**config.mk**
```make
export PLATFORM = sky130hd
export DESIGN_NAME = pc_fetch_redirect
export DESIGN_NICKNAME = d
export VERILOG_FILES = /design/src/rtl/pc_fetch_redirect.sv
export SDC_FILE = /design/constraint.sdc
export NUM_CORES = 1
export LEC_CHECK = 0
export CAP_MARGIN = 20
export CORE_ASPECT_RATIO = 0.8
export CORE_MARGIN = 5
export CORE_UTILIZATION = 45
export CTS_CLUSTER_SIZE = 12
export DETAILED_ROUTE_END_ITERATION = 8
export GPL_TIMING_DRIVEN = 0
export HOLD_SLACK_MARGIN = 0.12
export PLACE_DENSITY = 0.8
export RECOVER_POWER = 100
export SKIP_CTS_REPAIR_TIMING = 1
export SYNTH_ARGS = -nofsm -noshare
export SYNTH_HDL_FRONTEND = slang
export SYNTH_SLANG_ARGS = --single-unit
```
**constraint.sdc**
```tcl
create_clock -name clk -period 2.7 [get_ports clk]
set_input_delay 0.54 -clock clk [delete_from_list [all_inputs] [get_ports clk]]
set_output_delay 0.54 -clock clk [all_outputs]
set_load 0.01 [all_outputs]
```
**src/rtl/pc_fetch_redirect.sv**
```systemverilog
// pc_fetch_redirect
// Fetch stage sitting right after branch resolution. It owns the program
// counter and the IF/ID pipeline register. It steers fetch to the branch
// target on a taken branch, squashes wrong-path instructions, and holds
// while the hazard unit asks for a stall.
//
// Ports
//   clk            rising-edge clock
//   reset          asynchronous, active-low reset
//   switch_branch  taken branch: redirect fetch to branch_target
//   Flush          squash the IF/ID register
//   branch_target  resolved branch target (low two bits are ignored)
//   stall          hazard-unit hold request
//   instr_in       instruction word read from memory at pc_out
//   pc_out         current fetch address
//   if_id_pc       PC of the instruction held in IF/ID
//   if_id_instr    instruction held in IF/ID (NOP when it is a bubble)
//   if_id_valid    IF/ID holds a real instruction
//   id_ex_flush    registered one-cycle bubble request for ID/EX
//   redirect_count taken redirects since reset, wraps silently
//
// Every output comes straight from a register, so there is no
// combinational path from any input to any output.
module pc_fetch_redirect #(
    parameter int unsigned         PC_W     = 64,
    parameter logic [PC_W-1:0]     RESET_PC = '0,
    parameter int unsigned         CNT_W    = 16
) (
    input  logic              clk,
    input  logic              reset,
    input  logic              switch_branch,
    input  logic              Flush,
    input  logic [PC_W-1:0]   branch_target,
    input  logic              stall,
    input  logic [31:0]       instr_in,
    output logic [PC_W-1:0]   pc_out,
    output logic [PC_W-1:0]   if_id_pc,
    output logic [31:0]       if_id_instr,
    output logic              if_id_valid,
    output logic              id_ex_flush,
    output logic [CNT_W-1:0]  redirect_count
);

    localparam logic [31:0] NOP = 32'h0000_0013;

    typedef enum logic [1:0] {
        RUN   = 2'd0,
        STALL = 2'd1,
        FLUSH = 2'd2
    } state_e;

    // What this edge does, after applying the fixed priority
    // redirect > squash-only > stall > advance.
    typedef enum logic [1:0] {
        ACT_ADVANCE  = 2'd0,
        ACT_STALL    = 2'd1,
        ACT_SQUASH   = 2'd2,
        ACT_REDIRECT = 2'd3
    } action_e;

    state_e           state_q, state_d;
    action_e          act;
    logic [PC_W-1:0]  pc_q, pc_d;
    logic [PC_W-1:0]  if_pc_q, if_pc_d;
    logic [31:0]      if_instr_q, if_instr_d;
    logic             if_valid_q, if_valid_d;
    logic             flush_q, flush_d;
    logic [CNT_W-1:0] cnt_q, cnt_d;

    always_comb begin
        act = ACT_ADVANCE;
        if (switch_branch)  act = ACT_REDIRECT;
        else if (Flush)     act = ACT_SQUASH;
        else if (stall)     act = ACT_STALL;
    end

    // Next state: the same priority applies in every state, so FLUSH
    // naturally lasts one cycle unless another redirect/squash arrives.
    always_comb begin
        state_d = RUN;
        unique case (state_q)
            RUN, STALL, FLUSH: begin
                unique case (act)
                    ACT_REDIRECT, ACT_SQUASH: state_d = FLUSH;
                    ACT_STALL:                state_d = STALL;
                    default:                  state_d = RUN;
                endcase
            end
            default: state_d = RUN;
        endcase
    end

    // Datapath next-state.
    always_comb begin
        pc_d       = pc_q + PC_W'(4);
        if_pc_d    = pc_q;
        if_instr_d = instr_in;
        if_valid_d = 1'b1;
        flush_d    = 1'b0;
        cnt_d      = cnt_q;
        unique case (act)
            ACT_REDIRECT: begin
                // Targets are word aligned; drop the low bits.
                pc_d       = {branch_target[PC_W-1:2], 2'b00};
                if_pc_d    = '0;
                if_instr_d = NOP;
                if_valid_d = 1'b0;
                flush_d    = 1'b1;
                cnt_d      = cnt_q + CNT_W'(1);
            end
            ACT_SQUASH: begin
                if_pc_d    = '0;
                if_instr_d = NOP;
                if_valid_d = 1'b0;
            end
            ACT_STALL: begin
                pc_d       = pc_q;
                if_pc_d    = if_pc_q;
                if_instr_d = if_instr_q;
                if_valid_d = if_valid_q;
            end
            default: ;
        endcase
    end

    always_ff @(posedge clk or negedge reset) begin
        if (!reset) begin
            state_q    <= RUN;
            pc_q       <= RESET_PC;
            if_pc_q    <= '0;
            if_instr_q <= NOP;
            if_valid_q <= 1'b0;
            flush_q    <= 1'b0;
            cnt_q      <= '0;
        end else begin
            state_q    <= state_d;
            pc_q       <= pc_d;
            if_pc_q    <= if_pc_d;
            if_instr_q <= if_instr_d;
            if_valid_q <= if_valid_d;
            flush_q    <= flush_d;
            cnt_q      <= cnt_d;
        end
    end

    assign pc_out         = pc_q;
    assign if_id_pc       = if_pc_q;
    assign if_id_instr    = if_instr_q;
    assign if_id_valid    = if_valid_q;
    assign id_ex_flush    = flush_q;
    assign redirect_count = cnt_q;

endmodule

```
==> results of run 1 <==
-- power breakdown --
part / switching, mW / internal, mW
Sequential: 0.249 / 2.79
Clock: 1.16 / 1.23
Combinational: 0.537 / 0.567
Total: 1.95 / 4.59
-- stage by stage --
step	setup TNS, ns	hold slack (ns)	instances	power, mW	setup WS (ns)
4_1_cts	-2.12	0.187	1283	6.64	-0.309
2_1_floorplan	0	0.244	751	3.49	0.267
3_5_place_dp	-52.90	0.470	1251	4.26	-0.745
5_1_grt	-0.0835	0.472	1284	6.79	-0.0300
6_report	0	0.445	1284	6.54	0.0703
3_3_place_gp	-1183.24	0.458	1248	4.23	-6.21
-- worst paths after layout --
| check | from | endpoint | cells past startpoint |
|---|---|---|---|
| worst min-delay path | Flush | if_id_valid$_DFFE_PN0P_ | 2 |
| worst max-delay path | switch_branch | if_id_pc[42]$_DFFE_PN0P_ | 6 |
| min in group asynchronous | reset | pc_out[35]$_DFFE_PN0P_ | 1 |
| worst max register to register | pc_out[7]$_DFFE_PN0P_ | pc_out[47]$_DFFE_PN0P_ | 6 |
| worst min register to register | if_id_pc[9]$_DFFE_PN0P_ | if_id_pc[9]$_DFFE_PN0P_ | 2 |
| max in group asynchronous | reset | pc_out[6]$_DFFE_PN0P_ | 2 |
-- cell usage after synthesis, types with 2 or more instances --
cell type    n
dfrtp_1    171
nand2_1     83
a22o_1      82
o21ai_0     59
clkbuf_1    45
nor2_1      34
nand3_1     31
xnor2_1     31
nand4_1     30
nor4_1      23
xor2_1      22
a31oi_1     21
inv_1       14
or3_1       14
and3_1      11
nor3_1      11
or4_1       11
and4_1       5
nand2b_1     5
o31ai_1      5
buf_4        4
a31o_2       3
and2_1       3
dfstp_2      3
o22a_1       3
buf_1        2
ha_1         2
nand4b_1     2
o31a_1       2
-- kinds of logic (layout without fill, tap and decap cells) --
family,after synthesis,count (layout),synth area share [%]
buf+inv,67,375,3.42
xor+xnor,53,53,5.93
mux,2,2,0.272
fa+ha+maj,2,2,0.320
compound gates,179,179,16.4
other cells,1,4,0.0479
flops,174,174,55.7
simple gates,270,270,17.9
-- worst max-delay path: stages --
cell and delay, ns:
clkdlybuf4s50_1 0.55, clkbuf_1 0.39, nor3_1 0.60, buf_6 0.25, clkbuf_1 0.44, a22o_1 0.23
-- metal layers --
metal	track usage (%)	vias up
li1	-	3349
met1	36.8	3585
met2	40.1	317
met3	7.36	40
met4	7.94	0
met5	0	-
-- state kept, by name, summed over array words and instances (netlist names) --
register / count
if_id_pc: 62
if_id_instr: 32
if_id_valid: 1
redirect_count: 16
id_ex_flush: 1
pc_out: 62
-- area by class of cell --
type                       instances  share of cell area (%)
clock buffer                      18                    3.73
multi-input combinational        510                    28.2
tap                              225                    2.45
inverter                          15                   0.490
timing repair buffer             277                    24.2
clock inverter                    14                    1.23
sequential                       174                    37.9
buffer                            51                    1.83
==> metrics, run 1 <==
min Tclk post-route between 2 and 3 ns; PortBufs between 200 and 300; placed cell area between 10000 and 15000 um^2; Power Density 569 nW/um^2; Iter 0 DRT Violations 585; Final Max Slew Viols 0; EDFF count, synth 0; uppermost layer routed met4; wire length of the first global-routing pass 41300 um; design area about 11000 um^2; Final Skew 0.0121 ns; met2 WL 11900 um; Tcrit/Tclk final a little over nine tenths; worst slew pin tran 1.47 ns; Setup CP Type in2reg; mean post-synth cell area 10.5 um^2; final-layout fill cell count 1356; M1 WL around 12000 um; largest net degree at the start of global routing ~110; Syn-to-layout area delta 46.9%; Slew headroom just under 2%; Reg clk slew, reported paths approximately 0.080 ns; core area 17200 um^2; initial antenna violation count 0; clock latency on the worst-skew pair 0.43 ns; die area ~20000 um^2; synth top area cells dfrtp_1 (55%), a22o_1 (9.2%), nand2_1 (4.0%), o21ai_0 (3.8%), xnor2_1 (3.5%); synth warn 0; Final Util 66.8%; commonest non-fill, non-tap cells in the layout dlygate4sd3_1 (170), dfrtp_1 (169), clkdlybuf4s50_1 (99); dpl hpwl 19800 um; Die H 128 um; antenna fix cells 0; FP Rows 43; sequential share of the synthesized area 55.7%; gr usage total 26.3%; Synth Instances 748; Yosys top cell area share 54.7%; CP arrival 3.00 ns; Leakage 5.02 nW; peak supply drop ~0.00043 V; reg2reg setup slack 0.14 ns; most area-hungry cell type in the Yosys netlist dfrtp_1; Vias 7291; TritonRoute pass-1 iters 6; TritonCTS clock tree done; register cell area after layout about 4400 um^2; Post-Route WL 26500 um; RePlAce Congestion 0.805; CP Launch Type primary input; final hold viol count 0; RSZ-0062 raised after global routing yes; Clock Tree Root clkbuf_16; Routed Antenna Nets 0; Max Root-Sink Buffers 2; Max Fanout on Critical Path 10; vias in the first global route 7292; status finished clean; met3 WL around 2200 um; Initial Utilization 45.4%; share of layout cells above drive strength 1 5.76%; Fmax 380 MHz; DIE WIDTH 157 um; Final setup viols 0; Layout Nets between 1000 and 1500; total congestion overflow 0; Setup crit end kind flip-flop; multi-input logic area 3240 um^2; max cap viols 0; FFs w/ async S/R, synth 100%; Num CTS Buffers 17; # H-tree levels 4; CTS sink cnt 174; #FFs+latches synth 174; Tightest Hold Check Type in2reg; CP Data Required Time 3.07 ns; most common cell after layout, fill and taps aside dlygate4sd3_1; cell area after synthesis 7820 um^2; Yosys cell types 45; routed length per instance 20.7 um; DRC Markers 0; Main synth FF type dfrtp_1; routed vias/inst 5.68; Boundary Pins 279
Power figures use the tool's default switching activity.
==> run 2: changes to the inputs <==
CAP_MARGIN = 15   (was 20)
SKIP_CTS_REPAIR_TIMING = default   (was 1)
==> metrics, run 2 (same netlist as run 1, synthesis figures left out) <==
P_int 4.59 mW (about the same); vias in the first global route 7283 (-0.12%); Tcrit/Tclk final 96.3% (-1.1 points); total congestion overflow 0 (unchanged); placed cell area 10900 um^2 (unchanged); CP arrival 2.95 ns (-0.05 ns); worst slew pin tran 1.49 ns (+0.0196 ns); Clock Tree Root clkbuf_16; CP Data Required Time 3.05 ns (-0.02 ns); Iter 0 DRT Violations 575 (-1.7%); Tightest Hold Check Type in2async; CTS sink cnt 174 (unchanged); CP max stage delay 0.63 ns (+0.03 ns); Num CTS Buffers 17 (unchanged); Leakage 5.00 nW (-0.32%); final setup margin 0.100 ns (+0.0298 ns); worst path cell trace clkdlybuf4s50_1 -> clkbuf_1 -> buf_2 -> clkbuf_1 -> nand2_1 -> o21ai_0; Fmax 385 MHz (+1.1%); wire length of the first global-routing pass 41300 um (+0.12%); P_sw 1.94 mW (-0.18%); Final Skew 0.0110 ns (-0.00117 ns); cell count after placement 1251 (unchanged); Gate power share 16.8% (about the same); status finished clean; post-route insts no fill 1283 (-0.078%); Final setup viols 0 (unchanged); Layout Nets 1148 (-0.087%); Reg clk slew, reported paths 0.07 ns (about the same); Setup CP Type in2reg; gr usage total 26.3% (+0.029 points); Placement Setup Slack -0.745 ns (unchanged); Post-CTS Hold Buffers 0; commonest non-fill, non-tap cells in the layout dlygate4sd3_1 (171), dfrtp_1 (168), clkdlybuf4s50_1 (98); max cap viols 0 (unchanged); Setup crit end kind flip-flop; Most common cell on crit path clkbuf_1; peak supply drop 0.000432 V (+0.37%); Seq pwr share 46.7% (about the same); Max Root-Sink Buffers 2 (unchanged); final hold viol count 0 (unchanged); largest net degree at the start of global routing 106 (unchanged); Vias 7365 (+1.0%); RSZ-0062 raised after global routing no; design area 11500 um^2 (about the same); Max Fanout on Critical Path 10 (unchanged); Power Density 568 nW/um^2 (about the same); share of layout cells above drive strength 1 6.14% (+0.38 points); clock latency on the worst-skew pair 0.43 ns (about the same); FP Rows 43 (unchanged); Boundary Pins 279 (unchanged); Net Sw Frac 29.7% (about the same); Final Max Slew Viols 0 (unchanged); Clock power frac 36.5% (about the same); DRC Markers 0 (unchanged); TritonCTS clock tree done; most common cell after layout, fill and taps aside dlygate4sd3_1; TritonRoute pass-1 iters 5 (-1); die area 20100 um^2 (unchanged); initial antenna violation count 0 (unchanged); routed vias/inst 5.74 (+1.1%); routed length per instance 20.7 um (+0.23%); DIE WIDTH 157 um (unchanged); PortBufs 272 (unchanged); core area 17200 um^2 (unchanged); RePlAce Congestion 0.805 (unchanged); CP Launch Type primary input; Syn-to-layout area delta 46.9% (about the same); Slowest-stage cell, CP clkdlybuf4s50_1; # H-tree levels 4 (unchanged); Post-Route WL 26600 um (+0.15%); Routed Antenna Nets 0 (unchanged); Die H 128 um (unchanged); setup TNS 0 ns (unchanged); antenna fix cells 0 (unchanged); dpl hpwl 19800 um (unchanged); min Tclk post-route 2.60 ns (-0.0298 ns); Initial Utilization 45.4% (unchanged); Slew headroom 0.679% (-1.3 points)
## run 2: changes by cell type in the layout (fill, tap and decap cells not counted), sizes merged
| cell | change |
|---|---|
| clkdlybuf4s50 | -1 |
| dlygate4sd3 | +1 |
| clkbuf | -2 |
| dlymetal6s2s | -2 |
| dlygate4sd2 | +2 |
| buf | +1 |
## run 2: power groups by stage
stage | combinational, mW | clock, mW | sequential (mW)
after global routing | 1.20 | 2.51 | 3.08
after detailed placement | 1.18 | 0 | 3.09
after CTS | 1.19 | 2.41 | 3.04
after global placement | 1.15 | 0 | 3.08
final | 1.10 | 2.38 | 3.05
after floorplan | 0.365 | 0 | 3.12
## run 2: layout make-up
class / instances / area, um^2
Fill cell: 1350 / 5720
Sequential cell: 174 / 4360
Multi-Input combinational cell: 510 / 3250
Timing Repair Buffer: 277 / 2770
Clock buffer: 18 / 429
Tap cell: 225 / 282
Buffer: 50 / 206
Clock inverter: 14 / 141
Inverter: 15 / 56.3
## run 2: timing repair
item	CTS	global route
pin swaps	0	1
setup endpoints to repair	35	50
endpoints found under the hold margin	0	0
gates resized for setup	6	8
setup buffers	0	1
## run 2: through the flow
stage               power, mW  hold WS, ns  utilization, %
floorplan                3.49        0.244               -
global placement         4.23        0.458            63.0
detailed placement       4.26        0.470            63.3
CTS                      6.64        0.187            66.7
global route             6.79        0.495            66.8
finish                   6.53        0.458            66.8
## run 2: worst max-delay path: cells and delay by family
kind / cells / cell delay (ns)
buffers and inverters: 4 / 2.18
and+or+nand+nor: 1 / 0.12
AOI/OAI and AO/OA: 1 / 0.10
## run 2: worst paths after layout
path                                         startpoint                      end  slack (ns)  cells after the start
worst max register to register    pc_out[4]$_DFFE_PN0P_   pc_out[47]$_DFFE_PN0P_        0.16                      6
worst min-delay path                              reset   pc_out[41]$_DFFE_PN0P_        0.46                      1
max in group asynchronous                         reset    pc_out[6]$_DFFE_PN0P_        1.21                      2
worst max-delay path                      switch_branch   pc_out[21]$_DFFE_PN0P_        0.10                      6
min in group clk                if_id_pc[9]$_DFFE_PN0P_  if_id_pc[9]$_DFFE_PN0P_        0.47                      2
worst min register to register  if_id_pc[9]$_DFFE_PN0P_  if_id_pc[9]$_DFFE_PN0P_        0.47                      2
## run 2: per-layer routing
layer / vias up / track usage [%] / wire length (um)
li1: 3346 / - / -
met1: 3643 / 36.9 / 11700
met2: 336 / 40.1 / 11900
met3: 40 / 7.36 / 2360
met4: 0 / 7.94 / 569
met5: - / 0 / 0
==> run 3: changes to the inputs <==
CORE_MARGIN = default   (was 5)
==> metrics, run 3 (same netlist as run 1, synthesis figures left out) <==
placed cell area 10900 um^2 (about the same); hold path start redirect_count[15]$_DFFE_PN0P_; critical path startpoint switch_branch; Fmax 383 MHz (-0.45%); CTS sink cnt 174 (unchanged); final-layout fill cell count 1324 (-1.9%); P_int 4.59 mW (about the same); CP top delay family buffers and inverters; peak supply drop 0.000409 V (-5.4%); CP Data Required Time 3.07 ns (+0.02 ns); worst slew pin tran 0.730 ns (-0.759 ns); Net Sw Frac 30.2% (+0.46 points); Levels on crit path 6 (unchanged); Placement Setup Slack -0.705 ns (+0.0405 ns); core area 16800 um^2 (-2.6%); DRC Markers 0 (unchanged); Final Util 68.9% (+2.1 points); Tightest Hold Check Type reg2reg; Boundary Pins 279 (unchanged); Vias 7308 (-0.77%); vias in the first global route 7082 (-2.8%); Slew headroom 51.3% (+51 points); gr usage total 29.3% (+3.0 points); Iter 0 DRT Violations 642 (+12%); # H-tree levels 4 (unchanged); Final Skew 0.0118 ns (+0.000856 ns); min Tclk post-route 2.61 ns (+0.0119 ns); reg2reg setup slack 0.15 ns (about the same); Clock power frac 37.0% (+0.5 points); DIE WIDTH 149 um (-5.1%); Layout Nets 1153 (+0.44%); worst path cell trace clkdlybuf4s50_1 -> clkbuf_1 -> nor3_2 -> buf_6 -> clkbuf_1 -> a22o_1; Gate power share 16.7% (about the same); die area 17900 um^2 (-11%); TritonRoute pass-1 iters 5 (unchanged); Tcrit/Tclk final 96.7% (+0.44 points); crit path buf inv count 4 (unchanged); Num CTS Buffers 17 (unchanged); clock latency on the worst-skew pair 0.43 ns (about the same); max cap viols 0 (unchanged); TritonCTS clock tree done; reg-to-reg endpoint pc_out[47]$_DFFE_PN0P_; FP Rows 42 (-2.3%); initial antenna violation count 0 (unchanged); Max Root-Sink Buffers 2 (unchanged); commonest non-fill, non-tap cells in the layout dlygate4sd3_1 (173), dfrtp_1 (169), clkdlybuf4s50_1 (97); Slowest-stage cell, CP nor3_2; wire length of the first global-routing pass 39800 um (-3.6%); Leakage 5.03 nW (+0.61%); PortBufs 272 (unchanged); routed vias/inst 5.70 (-0.77%); final hold viol count 0 (unchanged); Clock Tree Root clkbuf_16; cell count after placement 1246 (-0.40%); Seq pwr share 46.4% (-0.3 points); dpl hpwl 19000 um (-3.7%); CP max stage delay 0.60 ns (-0.03 ns); most common cell after layout, fill and taps aside dlygate4sd3_1; RePlAce Congestion 0.837 (+4.1%); post-route insts no fill 1283 (unchanged); P_sw 1.99 mW (+2.3%); routed length per instance 20.3 um (-1.9%); RSZ-0062 raised after global routing yes; Initial Utilization 46.7% (+1.2 points); design area 11500 um^2 (+0.42%); Reg clk slew, reported paths 0.08 ns (about the same); Max Fanout on Critical Path 10 (unchanged); Syn-to-layout area delta 47.5%; Setup crit end kind flip-flop; R2R Path Start pc_out[40]$_DFFE_PN0P_; share of layout cells above drive strength 1 6.49% (+0.35 points); Routed Antenna Nets 0 (unchanged); worst reg2reg path depth 6 (unchanged); Power Density 570 nW/um^2 (+0.32%); final setup margin 0.0882 ns (-0.0119 ns); CP arrival 2.98 ns (+0.03 ns); total congestion overflow 0 (unchanged); Most common cell on crit path clkbuf_1; Final Max Slew Viols 0 (unchanged); largest net degree at the start of global routing 100 (-5.7%); Post-Route WL 26100 um (-1.9%); Final setup viols 0 (unchanged); CP Launch Type primary input; Setup CP Type in2reg; status finished clean; Die H 120 um (-6.3%); antenna fix cells 0 (unchanged); crit path to if_id_pc[49]$_DFFE_PN0P_
run 3: changes by cell type in the layout (fill, tap and decap cells not counted), moves of 2 or more:
cell,delta
inv_6,-3
dlygate4sd3_1,+2
buf_4,+3
inv_8,+2
run 3: metrics by stage:
step,power (mW),hold slack (ns),TNS [ns]
floorplan,3.49,0.244,0
global placement,4.23,0.459,-1178.75
detailed placement,4.26,0.463,-60.82
CTS,6.67,0.476,0
global route,6.83,0.512,-0.00271
finish,6.58,0.473,0
run 3: metal layers:
metal  share of wire [%]  routed length (um)  GRT usage (%)  vias to the layer above
li1                    -                   -              -                     3363
met1                  43               11300           40.4                     3565
met2                  46               11900           45.2                      346
met3                 9.1                2370           7.98                       34
met4                 1.8                 471           8.16                        0
met5                   0                   0              0                        -
run 3: final cells by class:
class                      instances  area [um^2]  share of cell area (%)
multi-input combinational        510         3250                    28.2
inverter                          15         56.3                   0.488
tap                              220          275                    2.38
timing repair buffer             281         2810                    24.4
sequential                       174         4360                    37.8
clock inverter                    15          150                    1.30
clock buffer                      17          425                    3.69
buffer                            51          211                    1.83
run 3: timing repair:
item / in CTS / in global routing
setup endpoints to repair: 57 / 12
resized for setup: 7 / 7
buffers inserted: 0 / 4
endpoints found under the hold margin: 57 / 0
hold buffers: 1 / 0
gates cloned: 0 / 0
pin swaps: 0 / 1
run 3: how the worst min path moves through the flow:
| stage | endpoint | slack (ns) | cells past startpoint |
|---|---|---|---|
| finish | redirect_count[15]$_DFFE_PN0P_ | 0.47 | 1 |
| floorplan | id_ex_flush$_DFF_PN0_ | 0.24 | 0 |
| CTS | redirect_count[15]$_DFFE_PN0P_ | 0.48 | 1 |
| detailed placement | redirect_count[15]$_DFFE_PN0P_ | 0.46 | 1 |
| global route | if_id_pc[45]$_DFFE_PN0P_ | 0.51 | 2 |
| global placement | redirect_count[15]$_DFFE_PN0P_ | 0.46 | 1 |
run 3: worst reg2reg max path, stage by stage (launching register included):
cell      delay, ns
dfrtp_1        0.35
clkbuf_1       0.40
nand4_1        0.23
or4_1          0.51
or4_4          0.49
or3_1          0.36
a31oi_1        0.16
run 3: power by group through the flow:
stage / clock (mW) / sequential (mW) / combinational, mW
4_1_cts: 2.45 / 3.05 / 1.17
6_report: 2.43 / 3.05 / 1.10
2_1_floorplan: 0 / 3.12 / 0.365
3_5_place_dp: 0 / 3.09 / 1.17
3_3_place_gp: 0 / 3.09 / 1.14
5_1_grt: 2.57 / 3.08 / 1.19
